--- config.mk ---
export PLATFORM = sky130hd
export DESIGN_NAME = imem_loader
export DESIGN_NICKNAME = d
export VERILOG_FILES = /design/src/rtl/imem_loader_pkg.sv /design/src/rtl/imem_loader_byte_packer.sv /design/src/rtl/imem_loader.sv
export SDC_FILE = /design/constraint.sdc
export NUM_CORES = 1
export LEC_CHECK = 0
export ABC_AREA = 0
export CORE_MARGIN = 3
export CORE_UTILIZATION = 44
export CTS_CLUSTER_SIZE = 8
export DETAILED_ROUTE_END_ITERATION = 12
export PLACE_DENSITY = 0.76
export SYNTH_ARGS = -nofsm -noshare
export SYNTH_HDL_FRONTEND = slang
export SYNTH_SLANG_ARGS = --single-unit
--- constraint.sdc ---
create_clock -name clk -period 2.2 [get_ports clk]
set_input_delay 0.44 -clock clk [delete_from_list [all_inputs] [get_ports clk]]
set_output_delay 0.44 -clock clk [all_outputs]
set_load 0.03 [all_outputs]
--- src/rtl/imem_loader_pkg.sv ---
// Shared definitions for the instruction-memory loader: FSM encoding and sizing.
package imem_loader_pkg;

  typedef enum logic [1:0] {
    IDLE  = 2'd0,
    RECV  = 2'd1,
    WRITE = 2'd2,
    DONE  = 2'd3
  } state_t;

  localparam int BYTES_PER_WORD = 4;

  function automatic int max_words(input int addr_w);
    return (1 << addr_w) / BYTES_PER_WORD;
  endfunction

endpackage

--- src/rtl/imem_loader_byte_packer.sv ---
// Big-endian byte packer: shifts bytes in MSB-first and counts bytes of the current word.
module byte_packer (
  input  logic        clk,
  input  logic        reset,
  input  logic        clear,
  input  logic        shift_en,
  input  logic [7:0]  byte_in,
  output logic [31:0] word,
  output logic        word_full
);

  logic [1:0] byte_cnt;

  always_ff @(posedge clk) begin
    if (reset || clear) begin
      word     <= '0;
      byte_cnt <= '0;
    end else if (shift_en) begin
      word     <= {word[23:0], byte_in};
      byte_cnt <= byte_cnt + 2'd1;
    end
  end

  // Three bytes held: the next shift completes the word.
  assign word_full = (byte_cnt == 2'd3);

endmodule

--- src/rtl/imem_loader.sv ---
// Streams bytes into instruction memory as 32-bit words and holds the core in reset
// until a load completes.
module imem_loader
  import imem_loader_pkg::*;
#(
  parameter int ADDR_W    = 8,
  parameter int MAX_WORDS = max_words(ADDR_W),
  parameter int LEN_W     = 7
) (
  input  logic              clk,
  input  logic              reset,
  input  logic              start,
  input  logic [LEN_W-1:0]  len_words,
  input  logic              byte_valid,
  input  logic [7:0]        byte_data,
  output logic              byte_ready,
  output logic              im_we,
  output logic [ADDR_W-1:0] im_addr,
  output logic [31:0]       im_wdata,
  output logic              cpu_hold,
  output logic              busy,
  output logic              done,
  output logic              err
);

  // state | meaning
  // IDLE  | waiting for start; cpu_hold reflects last load outcome
  // RECV  | accepting stream bytes into the packer
  // WRITE | one-cycle write of the packed word
  // DONE  | one-cycle completion pulse, then back to IDLE

  state_t            state_q, state_d;
  logic [LEN_W-1:0]  len_q, word_cnt_q;
  logic              done_zero_q, err_q;
  logic              pk_clear, pk_shift, pk_full;
  logic [31:0]       pk_word;
  logic              len_ok, len_zero, len_big, last_word;

  assign len_zero  = (len_words == '0);
  assign len_big   = (len_words > LEN_W'(MAX_WORDS));
  assign len_ok    = !len_zero && !len_big;
  assign last_word = (word_cnt_q == len_q - 1'b1);

  byte_packer u_packer (
    .clk       (clk),
    .reset     (reset),
    .clear     (pk_clear),
    .shift_en  (pk_shift),
    .byte_in   (byte_data),
    .word      (pk_word),
    .word_full (pk_full)
  );

  always_comb begin
    state_d  = state_q;
    pk_clear = 1'b0;
    pk_shift = 1'b0;
    case (state_q)
      IDLE: begin
        if (start && len_ok) begin
          state_d  = RECV;
          pk_clear = 1'b1;
        end
      end
      RECV: begin
        if (byte_valid) begin
          pk_shift = 1'b1;
          if (pk_full) state_d = WRITE;
        end
      end
      WRITE:   state_d = last_word ? DONE : RECV;
      DONE:    state_d = IDLE;
      default: state_d = IDLE;
    endcase
  end

  always_ff @(posedge clk) begin
    if (reset) begin
      state_q     <= IDLE;
      len_q       <= '0;
      word_cnt_q  <= '0;
      im_addr     <= '0;
      cpu_hold    <= 1'b1;
      done_zero_q <= 1'b0;
      err_q       <= 1'b0;
    end else begin
      state_q     <= state_d;
      done_zero_q <= 1'b0;
      err_q       <= 1'b0;
      case (state_q)
        IDLE: begin
          if (start) begin
            if (len_zero) begin
              done_zero_q <= 1'b1;
              cpu_hold    <= 1'b0;
            end else if (len_big) begin
              err_q <= 1'b1;
            end else begin
              len_q      <= len_words;
              word_cnt_q <= '0;
              im_addr    <= '0;
              cpu_hold   <= 1'b1;
            end
          end
        end
        WRITE: begin
          word_cnt_q <= word_cnt_q + 1'b1;
          im_addr    <= im_addr + ADDR_W'(BYTES_PER_WORD);
          // Release the core in the same cycle done is shown.
          if (last_word) cpu_hold <= 1'b0;
        end
        default: ;
      endcase
    end
  end

  assign byte_ready = (state_q == RECV);
  assign im_we      = (state_q == WRITE);
  assign im_wdata   = pk_word;
  assign busy       = (state_q != IDLE);
  assign done       = (state_q == DONE) || done_zero_q;
  assign err        = err_q;

endmodule

==> results.cfg <==
[status]
run_status = finished, final reports clean

[cts]
cts_sinks = 59
worstSkewPairLatency_ns = 0.34
cts_max_path_buffers = 2
tritoncts = yes
clock-root-buffer = sky130_fd_sc_hd__clkbuf_8
cts-buffers-inserted = 9
clkTransAtPathRegs_ns = 0.06
cts_hold_buf = 0
htreeDepth = 3

[global_routing]
grt_first_pass_wirelength_um = 10680
via_count_of_the_first_global_routing_pass = 2324
grt-ovfl-total = 0
antenna_found_initial = 0
gr-usage-all-layers_pct = 21.09
pin_count_of_the_biggest_net_entering_global_routing = 35

[placed_design]
numPlacedInstances = 452
place.gp.congestion = 0.8744
portBuffers = 62
detailed_place.area_um2 = 3348
dpl.hpwl_um = 4593

[detailed_routing]
dr.first_iter.drc_count = 123
detail_route.vias_per_cell = 5.092
routedWlPerCell_um = 13.73
route.final.wire_length_um = 6439
drt_drc_violations_left = 0
via_count = 2388
detail-route-antenna-nets = 0
drt-pass1-iter-count = 4

[floorplanning]
die-width_um = 81.57
fp-row-count = 26
die_area_um2 = 6653
top_level_ports = 65
initial_utilization_pct = 47.38
coreArea_um2 = 5303
die_h_um = 81.57

[layout]
leading_cell_types_in_the_layout_fill_and_taps_excluded = 93 x sky130_fd_sc_hd__nand2_1, 58 x sky130_fd_sc_hd__dfxtp_1, 56 x sky130_fd_sc_hd__clkdlybuf4s50_1
final_net_count = 417
layout.cells.most_common = sky130_fd_sc_hd__nand2_1
num-fill-cells = 443
fin_cells = 469
n_antenna_cell = 0
multi_input_comb_area_um2 = 1265
sequential_cell_area_um2 = 1182
core_occupancy_in_the_finished_layout_pct = 68.29
design_area_um2 = 3621
layout-area-overhead-vs-synth_pct = 44.12
drive_gt1_share_pct = 14.04

[setup_path]
critPathCapture = done
setup.worst_path.start = state_q[1]
crit_required_ns = 1.76
r2r-start = len_q[1]
r2r.worst_path.cells = 7
rrSetupSlack_ns = 0.27
critPathArrivalTime_ns = 1.64
cp-end-kind = output pin
timing_worst_setup_path_type = reg2out
crit_path_max_fanout = 14
worstSetupStartpointType = flop
timing.rr.end = cpu_hold

[flow_run]
drv.max_cap_violation_count = 0

[synth]
synth-edff-count = 0
syn_avg_cell_area_um2 = 7.976
synth_async_sr_flop_share_pct = 0
cell_count_after_synthesis = 315
synthDistinctLibCells = 40
post_synth_instance_area_um2 = 2512
synth_flop_cell = sky130_fd_sc_hd__dfxtp_1
yosys_warnings = 0
ys_seq_area_share_pct = 47.01
postSynthRegisterBits = 59

[timing]
final.period_utilization_pct = 94.63
total_negative_setup_slacks_ns = 0
hold_viol_final = 0
highest_clock_frequency_the_design_can_meet_mhz = 480.4
report.final.slew_viol_count = 0
timing.final.setup_violations = 0
fin_worst_skew_ns = 0.007504
layout_min_cycle_time_ns = 2.082
rsz0062_at_grt = false

[power]
irDropWorstVdd_v = 0.0005060
cellLeakagePower_uw = 0.001354
power_per_cell_area_nw_per_um2 = 676.8

[min_path]
hp-start = len_words[4]
min_path_type = in2reg
per-layer routing:
| metal | vias to the layer above | GRT usage, % | share of wire (%) |
|---|---|---|---|
| met5 | - | 0 | 0 |
| li1 | 1225 | - | - |
| met1 | 1085 | 27.27 | 46 |
| met4 | 0 | 10.14 | 2.2 |
| met2 | 66 | 33.22 | 47 |
| met3 | 12 | 4.715 | 4.7 |
how the worst min path moves through the flow:
stage	cells after the start	slack, ns	to
after global routing	3	0.45	len_q[3]
after detailed placement	2	0.45	u_packer.word[26]
after global placement	2	0.44	u_packer.word[27]
after CTS	2	0.46	u_packer.word[26]
final	3	0.44	len_q[4]
after floorplan	2	0.44	u_packer.byte_cnt[1]
synthesized netlist by cell type, types with 2 or more instances:
master	count	area, um^2
sky130_fd_sc_hd__a211oi_1	2	15.01
sky130_fd_sc_hd__or3b_2	2	17.52
sky130_fd_sc_hd__inv_1	3	11.26
sky130_fd_sc_hd__nor2_1	16	60.06
sky130_fd_sc_hd__buf_2	2	10.01
sky130_fd_sc_hd__or2_2	2	12.51
sky130_fd_sc_hd__xor2_1	7	61.31
sky130_fd_sc_hd__clkbuf_1	17	63.81
sky130_fd_sc_hd__or4_1	3	22.52
sky130_fd_sc_hd__nor3b_1	3	22.52
sky130_fd_sc_hd__nand2_1	93	349.1
sky130_fd_sc_hd__o31ai_1	4	30.03
sky130_fd_sc_hd__or3_1	2	12.51
sky130_fd_sc_hd__nor2b_1	2	12.51
sky130_fd_sc_hd__nor3_1	6	30.03
sky130_fd_sc_hd__ha_1	4	50.05
sky130_fd_sc_hd__o211ai_1	2	15.01
sky130_fd_sc_hd__buf_4	2	15.01
sky130_fd_sc_hd__nand3_1	2	10.01
sky130_fd_sc_hd__nor4_1	3	18.77
sky130_fd_sc_hd__o311ai_0	2	17.52
sky130_fd_sc_hd__o21ai_0	4	20.02
sky130_fd_sc_hd__and4_1	2	17.52
sky130_fd_sc_hd__nand4_1	2	12.51
sky130_fd_sc_hd__dfxtp_1	59	1181
sky130_fd_sc_hd__xnor2_1	8	70.07
sky130_fd_sc_hd__a21oi_1	48	240.2
critical path, cell delays in order (launching register included):
cell,delay [ns]
sky130_fd_sc_hd__dfxtp_2,0.49
sky130_fd_sc_hd__a21o_1,0.16
sky130_fd_sc_hd__clkdlybuf4s50_1,0.66
sequential cells by signal, indices dropped and copies added (netlist names):
name / count
im_addr: 6
len_q: 7
err: 1
state_q: 2
cpu_hold: 1
u_packer.word: 32
done_zero_q: 1
word_cnt_q: 7
u_packer.byte_cnt: 2
stage by stage:
step	setup WS (ns)	total power (uW)	hold slack, ns
6_report	0.1182	2451	0.4401
5_1_grt	0.03673	2540	0.4509
4_1_cts	-0.01599	2465	0.4578
3_5_place_dp	-0.3837	1357	0.4472
3_3_place_gp	-0.3068	1353	0.4413
2_1_floorplan	0.1266	1246	0.4400
layout make-up:
class / count / area share [%]
tap: 70 / 2.419
sequential: 59 / 32.65
timing repair buffer: 88 / 23.43
inverter: 3 / 0.3110
clock inverter: 6 / 2.453
clock buffer: 10 / 3.801
multi-input combinational: 233 / 34.93
kinds of logic after synthesis:
family | Yosys count | synth area share [%]
xor+xnor | 15 | 5.229
simple gates | 142 | 25.40
flops | 59 | 47.01
other cells | 1 | 0.1493
compound gates | 70 | 16.24
fa+ha+maj | 4 | 1.992
buf+inv | 24 | 3.984
where the power goes:
group | internal [uW] | switching [uW] | total [uW]
registers | 1080 | 12.8 | 1090
clock network | 668 | 443 | 1110
logic | 112 | 133 | 245
total | 1860 | 589 | 2450
what timing repair did:
item,in CTS,in global routing
buffers inserted,0,1
pin swaps,0,1
endpoints found under the setup margin,5,21
gates resized for setup,4,10
Note: power is estimated with default switching activity, not from simulation.
